`config.mk`:
```
export PLATFORM = sky130hd
export DESIGN_NAME = debounce_multi
export DESIGN_NICKNAME = d
export VERILOG_FILES = /design/src/rtl/debounce_multi.sv
export SDC_FILE = /design/constraint.sdc
export NUM_CORES = 1
export LEC_CHECK = 0
export ABC_AREA = 1
export CAP_MARGIN = 25
export CORE_AREA = 2 2 39 41
export DETAILED_ROUTE_END_ITERATION = 6
export DIE_AREA = 0 0 41 43
export HOLD_SLACK_MARGIN = 0.15
export PLACE_DENSITY_LB_ADDON = 0.08
export RECOVER_POWER = 25
export SLEW_MARGIN = 15
export SYNTH_ARGS = -nofsm -noshare
export SYNTH_HDL_FRONTEND = slang
export SYNTH_SLANG_ARGS = --single-unit
```
`constraint.sdc`:
```
create_clock -name clk -period 0.8 [get_ports clk]
set_input_delay 0.08 -clock clk [delete_from_list [all_inputs] [get_ports clk]]
set_output_delay 0.08 -clock clk [all_outputs]
set_load 0.01 [all_outputs]
```
`src/rtl/debounce_multi.sv`:
```
// Multi-channel input conditioner: per-channel synchroniser, stable-period filter,
// registered rise/fall pulses and optional long-press (hold) detection.
module debounce_multi #(
   parameter int unsigned Count      = 1,
   parameter int unsigned Period     = 10,
   parameter int unsigned SyncStages = 2,
   parameter logic        ResetValue = 1'b0,
   parameter int unsigned HoldPeriod = 0
) (
   input  logic             clk,
   input  logic             rst,
   input  logic [Count-1:0] sig_i,
   output logic [Count-1:0] sig_o,
   output logic [Count-1:0] rise_o,
   output logic [Count-1:0] fall_o,
   output logic [Count-1:0] held_o
);

   localparam int unsigned       CntW   = $clog2(Period + 1);
   localparam logic [CntW-1:0]   CntMax = CntW'(Period - 1);

   for (genvar g = 0; g < Count; g++) begin : g_ch
      logic [SyncStages-1:0] r_sync;
      logic [CntW-1:0]       r_cnt;
      logic [CntW-1:0]       w_cnt_d;
      logic                  r_sig;
      logic                  r_rise;
      logic                  r_fall;
      logic                  w_sig_d;
      logic                  w_rise_d;
      logic                  w_fall_d;
      logic                  w_s;

      assign w_s = r_sync[SyncStages-1];

      // Any sample agreeing with the output restarts the count from zero.
      always_comb begin
         w_cnt_d  = '0;
         w_sig_d  = r_sig;
         w_rise_d = 1'b0;
         w_fall_d = 1'b0;
         if (w_s != r_sig) begin
            if (r_cnt == CntMax) begin
               w_sig_d  = w_s;
               w_rise_d = w_s;
               w_fall_d = ~w_s;
            end else begin
               w_cnt_d = r_cnt + 1'b1;
            end
         end
      end

      always_ff @(posedge clk) begin
         if (rst) begin
            r_sync <= {SyncStages{ResetValue}};
            r_cnt  <= '0;
            r_sig  <= ResetValue;
            r_rise <= 1'b0;
            r_fall <= 1'b0;
         end else begin
            r_sync <= {r_sync[SyncStages-2:0], sig_i[g]};
            r_cnt  <= w_cnt_d;
            r_sig  <= w_sig_d;
            r_rise <= w_rise_d;
            r_fall <= w_fall_d;
         end
      end

      assign sig_o[g]  = r_sig;
      assign rise_o[g] = r_rise;
      assign fall_o[g] = r_fall;

      if (HoldPeriod > 0) begin : g_hold
         localparam int unsigned      HoldW   = $clog2(HoldPeriod + 1);
         localparam logic [HoldW-1:0] HoldMax = HoldW'(HoldPeriod);

         logic [HoldW-1:0] r_hcnt;
         logic [HoldW-1:0] w_hcnt_d;
         logic             r_held;
         logic             w_held_d;

         // Built from next-state values so held drops on the same edge sig falls.
         always_comb begin
            w_hcnt_d = r_hcnt;
            if (!w_sig_d || w_rise_d) begin
               w_hcnt_d = '0;
            end else if (r_hcnt != HoldMax) begin
               w_hcnt_d = r_hcnt + 1'b1;
            end
            w_held_d = w_sig_d && (w_hcnt_d == HoldMax);
         end

         always_ff @(posedge clk) begin
            if (rst) begin
               r_hcnt <= '0;
               r_held <= 1'b0;
            end else begin
               r_hcnt <= w_hcnt_d;
               r_held <= w_held_d;
            end
         end

         assign held_o[g] = r_held;
      end else begin : g_no_hold
         assign held_o[g] = 1'b0;
      end
   end

endmodule

```
Word level (Yosys, flattened, before mapping)
Index checks and enable logic that the tools add are counted.
{"block": "word_totals", "output_inout_bits": 4, "reg_bits": 9, "wordCells": 14}
{"block": "classes", "eq_ne": 2, "n_reduce_logical": 3, "n_bitwise": 3, "add_sub_neg": 1}
{"cell": "OR reduction 3 bit", "n": 2}
{"cell": "adder 4 x 1 -> 4 bit (second input constant)", "n": 1}
{"cell": "== test 4 bit (second input constant)", "n": 1}
{"cell": "inverter 1 bit", "n": 3}
{"cell": "AND reduction 2 bit", "n": 1}
{"cell": "inequality test 1 bit", "n": 1}

Logic depth before layout (Yosys ltp)
{"block": "depth", "depth_word": 3, "depth_mapped": 6}

Worst setup path after synthesis
No wires, ideal clock.
{"block": "synth_path", "path_kind": "reg-to-reg", "from": "register g_ch[0].r_cnt[0]", "to": "register g_ch[0].r_fall, in the netlist fall_o", "setup_time_ns": 0.058, "period_less_slack_ns": 0.913, "setup_slack_ns": -0.113, "required_time_ns": 0.742, "t_arrival_ns": 0.856, "stages_incl_launch_ff": 6, "path_cell_list": "dfxtp_1 ha_1 nand2_1 nor2_1 nand4_1 inv_1"}
{"block": "synth_between", "elab_chain_len": 3}
{"element": "start: declaration", "line_no": "24", "text": "logic [CntW-1:0] r_cnt;"}
{"element": "start signal: assignment", "line_no": "62", "text": "r_cnt <= w_cnt_d;"}
{"element": "== test 4 bit", "line_no": "43", "text": "if (r_cnt == CntMax) begin"}
{"element": "inverter 1 bit (no line)"}
{"element": "OR reduction 3 bit (no line)"}
{"element": "end signal: assignment", "line_no": "65", "text": "r_fall <= w_fall_d;"}
{"element": "end: declaration", "line_no": "28", "text": "logic r_fall;"}
No other way between the ends.
A chain may end at the register's enable or synchronous reset.

Worst setup path after layout
{"block": "layout_path", "from": "register g_ch[0].r_cnt[1]", "to": "register g_ch[0].r_cnt[0]"}
{"block": "layout_between", "elab_chain_len": 2}
{"element": "== test 4 bit", "line_no": "43"}
{"element": "OR reduction 3 bit (no line)"}
No other way between the ends.

==> run summary <==
The run finished, with violations left. The checks that failed: setup timing. Across all hold checks on the routed design, the worst slack comes to 0.340 ns. The sequential share of the synthesized area is 0.486.

The path class of the lowest-slack min-delay path is in2reg. The total detailed-routing wirelength came out at 625 um. The net count after synthesis is 51.

The per-cell routed wire length came out at 8.45 um. The total area of sequential cells came out at 189 sq um. The final standard cell utilization of the core is 0.379. The count of nets left with antenna violations after detail routing is 0.

The number of global-route vias before repair came out at 270. The area growth from synthesis to layout is 41.6%. The required time of the critical path came out at 1.00 ns. The effective utilization at floorplan is 0.268. The mapped netlist covers 370 sq um.

For this design, the CTS-stage hold fixing added 0 buffers. The full die area came out at 1760 sq um. The average vias per placed instance is 4.18. The post-placement cell count came out at 70. The static leakage power came out at 0.230 nW. In this design, the stage delay of the slowest critical-path cell is 0.34 ns. The total of warnings raised by yosys came out at 0. The number of remaining DRC errors is 0. Max-cap violations in this run came to 0. The final weighted congestion of routability-driven global placement is 0.748. The library cell used most frequently in the layout, excluding fill and tap cells, is sky130_fd_sc_hd__inv_1. The total routing usage reported by global routing is 0.0825.

Based on the critical path, the design can be clocked at up to 1120 MHz. Dividing the final minimum period by the clock period gives 1.12. The final count of negative-setup-slack endpoints came out at 7.

The longest clock path from root to sink contains 2 buffers. The clock net sink count came out at 9. In the layout the commonest cells are sky130_fd_sc_hd__inv_1 (7), sky130_fd_sc_hd__nand2_1 (5), sky130_fd_sc_hd__nor2_1 (5). Across all layers, the routed design uses 309 vias. Total power for the finished layout comes to 0.842 mW. The worst path setup slack after routing is -0.0949 ns. The final critical-path required period came out at 0.895 ns. In this run the worst path has a maximum fanout of 4. After synthesis, the netlist uses 13 different library cells. Each instance of the synthesized netlist takes up on average 8.05 sq um. The I/O pin total came out at 7. The multi-input combinational cells in the finished layout cover a total of 180 sq um. The TritonCTS clock tree is yes.

STA classifies the critical path endpoint as a flop. The post-CTS setup buffer count came out at 0. The worst setup path is launched from a flop.

Synthesis produced 46 cells. The number of levels the H-tree was split into came out at 1. The root buffer cell chosen for the clock tree is sky130_fd_sc_hd__clkbuf_4. The power density normalized to cell area came out at 1610 nW/um^2. The critical path is of the reg2reg type. The signal on the critical path passes through inv_2, ha_4, nand3_2, nand3_4, nor2_2. The share of layout cells above drive strength 1 is 0.431. The worst setup skew after layout came out at 0.00436 ns. The horizontal die dimension is 41 um. The flop and latch count out of synthesis is 9. The placeable core region is 1380 sq um. The final design instance area without fill is 524 sq um. The summed negative setup slack over all endpoints came out at -0.570 ns.

The number of DRC markers after the initial detailed-route iteration came out at 1. The count of buffers from port buffering came out at 5. The total grt overflow is 0. The slowest cell on the critical path is sky130_fd_sc_hd__dfxtp_2. The number of max-slew violations in the final report came out at 0. The number of filler cells placed in the layout came out at 156. The die extent in y is 43 um. The filler-free cell count of the finished design came out at 74. The pin count of the biggest net entering global routing came out at 6. The worst setup slack after placement came out at -0.145 ns. The clock transition time at the flip-flop clock pins of the worst setup and hold paths came out at 0.06 ns. IR analysis of the VDD net gives a maximum drop of 0.775 mV.

The number of antenna violations at the first check in global routing is 0. The first-pass GRT wire length is 938 um. For the worst-skew pair, the clock arrives at the later sink with an insertion delay of 0.26 ns. The number of antenna diodes in the final layout is 0. The cell row count is 14.

The number of buffers created by CTS came out at 3. The net count reported at finish came out at 64. Setup repair after global routing could not meet its margin everywhere.

The final-report hold violation count was 0. The area after detailed placement is 482 sq um. The HPWL reported at the end of detailed placement came out at 462 um.

The number of search-and-repair iterations in the first detailed-routing pass is 3. The worst endpoint data arrival time is 1.09 ns.
-- worst paths after layout --
path / end / cells past startpoint / startpoint / slack, ns
worst max-delay path: g_ch[0].r_cnt[0] / 5 / g_ch[0].r_cnt[1] / -0.09
worst min-delay path: g_ch[0].r_sync[0] / 3 / sig_i / 0.34
worst max register to register: g_ch[0].r_cnt[0] / 5 / g_ch[0].r_cnt[1] / -0.09
worst min register to register: g_ch[0].r_sync[1] / 2 / g_ch[0].r_sync[0] / 0.41
-- state kept, by name (all words and copies together) (netlist names) --
register	count
rise_o	1
g_ch.r_cnt	4
sig_o	1
g_ch.r_sync	2
fall_o	1
-- cells in the mapped netlist, drive strengths merged --
cell / n / area share
inv: 10 / 0.10
nand4: 4 / 0.068
dfxtp: 9 / 0.49
a21oi: 1 / 0.014
ha: 2 / 0.068
buf: 1 / 0.020
nor2: 7 / 0.071
nand3: 3 / 0.068
nand2: 7 / 0.071
xnor2: 1 / 0.024
conb: 1 / 0.010
-- report_power, final --
| part | switching, mW | leakage, nW | internal (mW) |
|---|---|---|---|
| sequential | 0.00482 | 0.0758 | 0.452 |
| combinational | 0.0196 | 0.139 | 0.0216 |
| clock | 0.153 | 0.0150 | 0.192 |
-- per-layer routing --
layer | track usage | share of wire
met3 | 0.0785 | 0.062
met5 | 0 | 0
met2 | 0.122 | 0.51
met1 | 0.0906 | 0.43
met4 | 0 | 0
-- what timing repair did --
action	CTS	global route
gates resized for setup	14	8
endpoints found under the setup margin	10	9
pin swaps	4	2
gates cloned	0	0
-- cell families after synthesis --
kind of cell,Yosys count,synth area share
buffers and inverters,11,0.122
flip-flops,9,0.486
AO/OA/AOI/OAI,1,0.0135
XOR/XNOR,1,0.0237
adder cells (fa/ha/maj),2,0.0676
AND/OR/NAND/NOR,21,0.277
other,1,0.0101
-- critical path, delay by kind of cell (launching register included) --
family        cells  cell delay (ns)
flops             1             0.34
buf+inv           1             0.05
fa+ha+maj         1             0.16
simple gates      3             0.29
-- final cells by class --
| cell class | instances | share of cell area |
|---|---|---|
| Clock buffer | 4 | 0.0501 |
| Tap cell | 16 | 0.0382 |
| Multi-Input combinational cell | 26 | 0.344 |
| Sequential cell | 9 | 0.360 |
| Timing Repair Buffer | 9 | 0.136 |
| Inverter | 10 | 0.0716 |
(Power assumes the default switching activity.)
